[config.mk]
export PLATFORM = sky130hd
export DESIGN_NAME = sine_period_meter
export DESIGN_NICKNAME = d
export VERILOG_FILES = /design/src/rtl/wave_meas_pkg.sv /design/src/rtl/wave_level_detector.sv /design/src/rtl/sine_period_meter.sv
export SDC_FILE = /design/constraint.sdc
export NUM_CORES = 1
export LEC_CHECK = 0
export CELL_PAD_IN_SITES_DETAIL_PLACEMENT = 2
export CELL_PAD_IN_SITES_GLOBAL_PLACEMENT = 2
export CORE_MARGIN = 2
export CORE_UTILIZATION = 37
export DETAILED_ROUTE_END_ITERATION = 12
export MAX_ROUTING_LAYER = met4
export PLACE_DENSITY_LB_ADDON = 0.1
export SETUP_SLACK_MARGIN = 0.3
export SLEW_MARGIN = 15
export SYNTH_ARGS = -nofsm -noshare
export SYNTH_HDL_FRONTEND = slang
export SYNTH_SLANG_ARGS = --single-unit
[constraint.sdc]
create_clock -name clk -period 4.8 [get_ports clk]
set_input_delay 0.72 -clock clk [delete_from_list [all_inputs] [get_ports clk]]
set_output_delay 0.72 -clock clk [all_outputs]
set_load 0.05 [all_outputs]
[src/rtl/wave_meas_pkg.sv]
// rtl/wave_meas_pkg.sv - shared widths, default thresholds and FSM encoding for the wave meter
package wave_meas_pkg;

  localparam int SAMPLE_W     = 8;
  localparam int PERIOD_W     = 16;
  localparam int DEF_MIDPOINT = 128;
  localparam int DEF_HYST     = 8;

  typedef enum logic [1:0] {
    ST_IDLE    = 2'd0,
    ST_SYNC    = 2'd1,
    ST_MEASURE = 2'd2
  } meas_state_t;

endpackage

[src/rtl/wave_level_detector.sv]
// rtl/wave_level_detector.sv - hysteresis level tracker producing a rising-crossing pulse
module wave_level_detector
  import wave_meas_pkg::*;
#(
  parameter int MIDPOINT = DEF_MIDPOINT,
  parameter int HYST     = DEF_HYST
) (
  input  logic                clk,
  input  logic                reset,
  input  logic [SAMPLE_W-1:0] sample,
  input  logic                valid,
  input  logic                clear,
  output logic                rise_pulse
);

  logic level_high;
  logic above_hi;
  logic below_lo;

  assign above_hi = int'(sample) >= (MIDPOINT + HYST);
  assign below_lo = int'(sample) <= (MIDPOINT - HYST);

  // Combinational so the crossing is acted on by the same edge that accepts the sample.
  assign rise_pulse = valid && !level_high && above_hi;

  // Level starts HIGH after reset or clear so a genuine low excursion is needed before a rise.
  always_ff @(posedge clk or posedge reset) begin
    if (reset) begin
      level_high <= 1'b1;
    end else if (clear) begin
      level_high <= 1'b1;
    end else if (valid) begin
      if (above_hi) begin
        level_high <= 1'b1;
      end else if (below_lo) begin
        level_high <= 1'b0;
      end
    end
  end

endmodule

[src/rtl/sine_period_meter.sv]
// rtl/sine_period_meter.sv - measures period and peak levels of a sampled periodic waveform
module sine_period_meter
  import wave_meas_pkg::*;
#(
  parameter int MIDPOINT    = DEF_MIDPOINT,
  parameter int HYST        = DEF_HYST,
  parameter int TIMEOUT_CYC = 65535
) (
  input  logic                clk,
  input  logic                reset,
  input  logic                enable,
  input  logic                sample_valid,
  input  logic [SAMPLE_W-1:0] sample_in,
  output logic [PERIOD_W-1:0] period,
  output logic [SAMPLE_W-1:0] peak_max,
  output logic [SAMPLE_W-1:0] peak_min,
  output logic [SAMPLE_W-1:0] amplitude,
  output logic                result_valid,
  output logic                signal_lost
);

  localparam logic [PERIOD_W-1:0] TIMEOUT_CNT = PERIOD_W'(TIMEOUT_CYC);
  localparam logic [PERIOD_W-1:0] CNT_MAX     = '1;

  meas_state_t         state, state_nxt;
  logic [PERIOD_W-1:0] cycle_cnt;
  logic [SAMPLE_W-1:0] run_max, run_min;
  logic [SAMPLE_W-1:0] new_max, new_min;
  logic                rise;
  logic                clear_level;
  logic                sync_cross;
  logic                meas_cross;
  logic                timeout;

  wave_level_detector #(
    .MIDPOINT (MIDPOINT),
    .HYST     (HYST)
  ) u_level (
    .clk        (clk),
    .reset      (reset),
    .sample     (sample_in),
    .valid      (sample_valid),
    .clear      (clear_level),
    .rise_pulse (rise)
  );

  // Tracker is held HIGH while idle and re-armed HIGH when a timeout drops back to SYNC.
  assign clear_level = (state == ST_IDLE) || timeout;

  // Running extremes folded with the current sample; the crossing sample belongs to the closing period.
  assign new_max = (sample_in > run_max) ? sample_in : run_max;
  assign new_min = (sample_in < run_min) ? sample_in : run_min;

  // State register.
  always_ff @(posedge clk or posedge reset) begin
    if (reset) begin
      state <= ST_IDLE;
    end else begin
      state <= state_nxt;
    end
  end

  // Next state and per-edge events; a crossing wins over a coincident timeout.
  always_comb begin
    state_nxt  = state;
    sync_cross = 1'b0;
    meas_cross = 1'b0;
    timeout    = 1'b0;
    case (state)
      ST_IDLE: begin
        if (enable) state_nxt = ST_SYNC;
      end
      ST_SYNC: begin
        if (!enable) begin
          state_nxt = ST_IDLE;
        end else if (rise) begin
          state_nxt  = ST_MEASURE;
          sync_cross = 1'b1;
        end
      end
      ST_MEASURE: begin
        if (!enable) begin
          state_nxt = ST_IDLE;
        end else if (rise) begin
          meas_cross = 1'b1;
        end else if (cycle_cnt >= TIMEOUT_CNT) begin
          timeout   = 1'b1;
          state_nxt = ST_SYNC;
        end
      end
      default: state_nxt = ST_IDLE;
    endcase
  end

  // Edge counter: starts at 1 on a crossing, saturates, and rests at 0 outside MEASURE.
  always_ff @(posedge clk or posedge reset) begin
    if (reset) begin
      cycle_cnt <= '0;
    end else if (sync_cross || meas_cross) begin
      cycle_cnt <= PERIOD_W'(1);
    end else if (state == ST_MEASURE && state_nxt == ST_MEASURE) begin
      if (cycle_cnt != CNT_MAX) cycle_cnt <= cycle_cnt + PERIOD_W'(1);
    end else begin
      cycle_cnt <= '0;
    end
  end

  // Running max/min restart from the crossing sample and absorb every accepted sample while measuring.
  always_ff @(posedge clk or posedge reset) begin
    if (reset) begin
      run_max <= '0;
      run_min <= '1;
    end else if (sync_cross || meas_cross) begin
      run_max <= sample_in;
      run_min <= sample_in;
    end else if (state == ST_MEASURE && sample_valid) begin
      run_max <= new_max;
      run_min <= new_min;
    end
  end

  // Result registers update only on a completed period and hold otherwise.
  always_ff @(posedge clk or posedge reset) begin
    if (reset) begin
      period       <= '0;
      peak_max     <= '0;
      peak_min     <= '0;
      amplitude    <= '0;
      result_valid <= 1'b0;
      signal_lost  <= 1'b0;
    end else begin
      result_valid <= meas_cross;
      if (meas_cross) begin
        period      <= cycle_cnt;
        peak_max    <= new_max;
        peak_min    <= new_min;
        amplitude   <= new_max - new_min;
        signal_lost <= 1'b0;
      end else if (timeout) begin
        signal_lost <= 1'b1;
      end
    end
  end

endmodule

# After elaboration in Yosys (flattened, before gate mapping)
# Cells that the tools add are included.
# op_classes
addsub	2
n_mul	0
div_mod_pow	0
n_lt_le_gt_ge	5
n_eq_ne	5
shifts	0
mux	30
n_bitwise	0
n_reduce_logical	13
# op_table
operator	count
$mux W16	3
$mux W8	6
$add A16 B1 Y16 const B	1
$ge A16 B16 Y1 const B	1
$ne A16 B16 Y1 const B	1
$mux W1	14
$mux W2	6
$ge A8 B8 Y1 const B	1
$gt A8 B8 Y1	1
$le A8 B7 Y1 const B	1
$lt A8 B8 Y1	1
$sub A8 B8 Y8	1
$pmux W2 S3	1
$reduce_bool A2 Y1	3
$eq A2 B2 Y1 const B	2
$logic_and A1 B1 Y1	4
$ne A3 B2 Y1 const B	1
$reduce_bool A3 Y1	1
$eq A2 B1 Y1 const B	1
$logic_not A2 Y1	1
$logic_or A1 B1 Y1	2
$reduce_and A2 Y1	1
$logic_not A1 Y1	1
# word_totals
ff_bits	77
latchBits	0
mem_bits_rw	0
romBits	0
mem_count	0

# Longest topological paths before layout
# logic_depth
depth_word	10
depth_mapped	18
ltp_nobuf	18

# Cells and area by module
# From an unflattened synthesis, not the netlist that was laid out.
# unflattened
cells_unflattened	421
hier_area_um2	4038.9
# modules_own_cells
module	n_inst	cells_each	area_each_um2
sine_period_meter	1	411	3957.5
wave_level_detector	1	10	81.3

# Least setup slack after synthesis
# OpenSTA, ideal clock, no wires.
# synth_timing
kind	input to register
startpoint	input port sample_in[5]
endpoint	register amplitude[6]
setup_time_ns	0.134
arrival_ns	3.397
required_ns	4.666
path_slack_ns	1.269
stages	14
cell_sequence	ha_1 -> a211oi_1 -> nor2_1 -> nor2_1 -> o21ai_0 -> o21ai_2 -> mux2_2 -> fa_1 -> a21o_1 -> a21o_1 -> a21o_1 -> a21oi_1 -> xor2_1 -> o21ai_0
# synth_lines
element	line_no	rtl
from (decl)	sine_period_meter.sv:13	input logic [SAMPLE_W-1:0] sample_in,
$gt A8 B8 Y1	sine_period_meter.sv:51	assign new_max = (sample_in > run_max) ? sample_in : run_max;
$mux W8	sine_period_meter.sv:51	
via new_max[1]	sine_period_meter.sv:28	logic [SAMPLE_W-1:0] new_max, new_min;
$sub A8 B8 Y8	sine_period_meter.sv:137	amplitude <= new_max - new_min;
to (signal assigned)	sine_period_meter.sv:137	
to (decl)	sine_period_meter.sv:17	output logic [SAMPLE_W-1:0] amplitude,
# The timed path passes the listed nets, and every way through them passes these cells.
# A chain may end at the register's enable or synchronous reset.

# Final worst setup path
# layout_timing
startpoint	input port sample_in[0]
endpoint	register amplitude[6]
# layout_via
elab_chain_len	5
# layout_lines
element
branches (longest 5 deep; another with $gt A8 B8 Y1)
# Parallel ways; which one is timed is not known.

==> results.sh <==
export IMPL_status="complete, no violations"
export IMPL_fin_crit_sh=0.8787
export IMPL_syn_avg_cell_area_sq_um=9.570
export IMPL_area_growth_pct=22.55
export IMPL_ys_flop_type="dfrtp_1"
export IMPL_worst_pin_slew_ps=992.5
export IMPL_drv_cap=0
export IMPL_crit_top_cell="a21o_1"
export IMPL_diodes=0
export IMPL_crit_chain="clkdlybuf4s50_1 -> inv_1 -> ha_1 -> nand4_1 -> o21ai_2 -> nor2_1 -> a21oi_1 -> ha_1 -> inv_1 -> fa_1 -> a21o_1 -> a21o_1 -> a21o_1 -> a21oi_1 -> xor2_1 -> o21ai_0"
export IMPL_ctsHtreeMaxLevel=3
export IMPL_arrival_ps=4420
export IMPL_critical_path_top_delay_family="compound AO/OA/AOI/OAI gates"
export IMPL_endpoint_kind="flip-flop"
export IMPL_finalHoldViolCount=0
export IMPL_antenna_left=0
export IMPL_syn_inst=418
export IMPL_synth_seq_cells=77
export IMPL_dp_cells=599
export IMPL_fin_util=0.4706
export IMPL_dieArea_sq_um=11660
export IMPL_vias=3183
export IMPL_required_ps=5010
export IMPL_gp_congestion=0.7781
export IMPL_slowest_delay_ps=580
export IMPL_dp_hpwl_mm=7.788
export IMPL_grt_overflow=0
export IMPL_yosys_cell_types_count=50
export IMPL_finalWirelength_mm=10.72
export IMPL_initial_core_util=0.3840
export IMPL_layout_drive_gt1_share=0.1273
export IMPL_grt_max_degree=55
export IMPL_final_setup_tns_ps=0
export IMPL_dr_pass1_iters=4
export IMPL_slew_headroom=0.3383
export IMPL_drt_iter0_drc=77
export IMPL_synth_edf_count=0
export IMPL_port_buffers=53
export IMPL_synth_warnings=0
export IMPL_synth_area_leaders="dfrtp_1, nand2_1, ha_1"
export IMPL_power_density_nw_per_um2=355.8
export IMPL_max_freq_mhz=237.1
export IMPL_routedWlPerCell_um=17.43
export IMPL_io_pins=54
export IMPL_path_max_fanout=9
export IMPL_cp_slowest_cell="clkdlybuf4s50_1"
export IMPL_yosysSeqAreaShare=0.4845
export IMPL_cts_root_buf="clkbuf_8"
export IMPL_hold_path_class="flip-flop to flip-flop"
export IMPL_netlist_area_sq_um=4000
export IMPL_syn_nets=454
export IMPL_hold_slack_ps=480.5
export IMPL_nNetsFinal=510
export IMPL_leakage_uw=0.002227
export IMPL_cts_path_max_buffers=2
export IMPL_synthArstFlopShare=1.000
export IMPL_rsz0062_at_grt="false"
export IMPL_die_height_um=108.0
export IMPL_crit_type="input pin to flip-flop"
export IMPL_path_clk_slew_ps=80
export IMPL_synth_top_cell_area_share=0.4254
export IMPL_final_cells=615
export IMPL_setup_violations=0
export IMPL_min_period_ps=4218
export IMPL_clock_sinks=77
export IMPL_fin_skew_ps=9.246
export IMPL_die_width_um=108.0
export IMPL_avgViaCountPerCell=5.176
export IMPL_start_kind="input pin"
export IMPL_crit_buf_inv=3
export IMPL_coreArea_sq_um=10420
export IMPL_slew_violations=0
export IMPL_post_cts_setup_buffers=0
export IMPL_grt_usage=0.2082
export IMPL_synth_area_leader_cell="dfrtp_1"
export IMPL_fp_row_count=37
export IMPL_peakVddDrop_mv=0.1637
export IMPL_grt_pass1_wl_mm=18.12
export IMPL_clk_latency_ps=360
export IMPL_grt_pass1_vias=3517
export IMPL_cts_tree="yes"
export IMPL_antenna_found_initial=0
export IMPL_numCtsBuffers=9
export IMPL_reg2reg_setup_slack_ps=940
export IMPL_drc_errors=0
-- flip-flops by register name, summed over array words and instances (netlist names) --
signal              flops
amplitude               8
run_max                 8
signal_lost             1
peak_min                8
period                 16
cycle_cnt              16
state                   2
run_min                 8
u_level.level_high      1
peak_max                8
result_valid            1
-- stage by stage --
stage,instance area [sq um],setup WS (ps),power [uW]
6_report,4902,582.3,1744
5_1_grt,4902,328.2,1841
4_1_cts,4897,486.6,1772
3_5_place_dp,4683,142.4,1201
3_3_place_gp,4683,415.6,1180
2_1_floorplan,4000,1269,1063
-- Yosys cell counts (all sizes together) (2+ instances only) --
cell    count
nand2     104
dfrtp      68
nor2       32
o21ai      26
ha         23
inv        21
mux2       21
a21oi      13
xor2       11
nand3      10
dfstp       9
nand4       8
xnor2       8
clkbuf      7
a21o        6
buf         6
nor3        6
nand2b      4
o21a        3
o22a        3
or3         3
a21boi      2
a31oi       2
and2        2
and4        2
nor3b       2
o211ai      2
-- per-layer routing --
layer,vias up,track usage,routed length [um]
met2,50,0.3293,5108
met1,1596,0.2805,5177
met3,13,0.02652,274
met4,0,0.06593,161
li1,1524,-,-
met5,-,-,0
-- path summary, 6_finish.rpt --
| path | depth (start not counted) | start | endpoint |
|---|---|---|---|
| worst max-delay path | 16 | sample_in[0] | amplitude[6] |
| worst min-delay path | 2 | period[15] | period[15] |
| worst max register to register | 15 | run_min[1] | amplitude[6] |
| worst min register to register | 2 | period[15] | period[15] |
| max in group asynchronous | 3 | reset | run_min[5] |
| min in group asynchronous | 2 | reset | period[14] |
-- worst reg2reg max path: cells and delay by family (launching register included) --
| kind | cells | cell delay [ps] |
|---|---|---|
| compound gates | 8 | 1730 |
| xor+xnor | 1 | 180 |
| fa+ha+maj | 3 | 840 |
| buf+inv | 2 | 110 |
| flops | 1 | 540 |
| mux | 1 | 300 |
-- power by group --
group	leakage, uW	internal (uW)	switching [uW]
Combinational	0.00108	211	271
Sequential	0.00104	685	19.9
Clock	0.000107	293	263
Total	0.00223	1190	554
-- logic make-up after synthesis --
group	after synthesis	synth area share
AND/OR/NAND/NOR	178	0.1968
XOR/XNOR	19	0.04160
buffers and inverters	34	0.03347
AO/OA/AOI/OAI	64	0.1051
flip-flops	77	0.4845
adder cells (fa/ha/maj)	24	0.07695
multiplexers	22	0.06162
-- repair_timing --
item,CTS,global route
hold buffers,0,0
endpoints found under the setup margin,0,1
resized for setup,0,2
-- layout make-up --
class	instances	area, sq um
Tap cell	136	170.2
Inverter	21	78.83
Fill cell	1145	5514
Timing Repair Buffer	58	573.1
Clock buffer	10	127.6
Multi-Input combinational cell	307	1928
Clock inverter	6	86.33
Sequential cell	77	1938
-- layout by cell type, fill, tap and decap left out, types with 2 or more instances in the layout --
cell	netlist	final
o22a_1	3	3
nand2_1	103	103
nor3_2	2	2
a21o_1	6	6
nand3_1	9	9
ha_1	23	23
mux2_2	21	21
buf_4	0	5
nor3_1	4	4
and4_1	2	2
nand2b_1	4	4
a21boi_0	2	2
dfrtp_1	68	68
clkinv_2	0	2
clkbuf_8	0	9
and2_1	2	2
nand4_1	8	8
bufinv_16	0	2
xor2_1	11	11
clkdlybuf4s50_1	0	51
nor2_1	32	32
o211ai_1	2	2
inv_1	20	19
a31oi_1	2	2
o21a_1	3	3
dfstp_2	9	9
o21ai_2	2	2
o21ai_0	23	23
or3_1	3	3
xnor2_1	8	8
dlymetal6s2s_1	0	2
a21oi_1	12	12
inv_2	1	2
(Power assumes the default switching activity.)
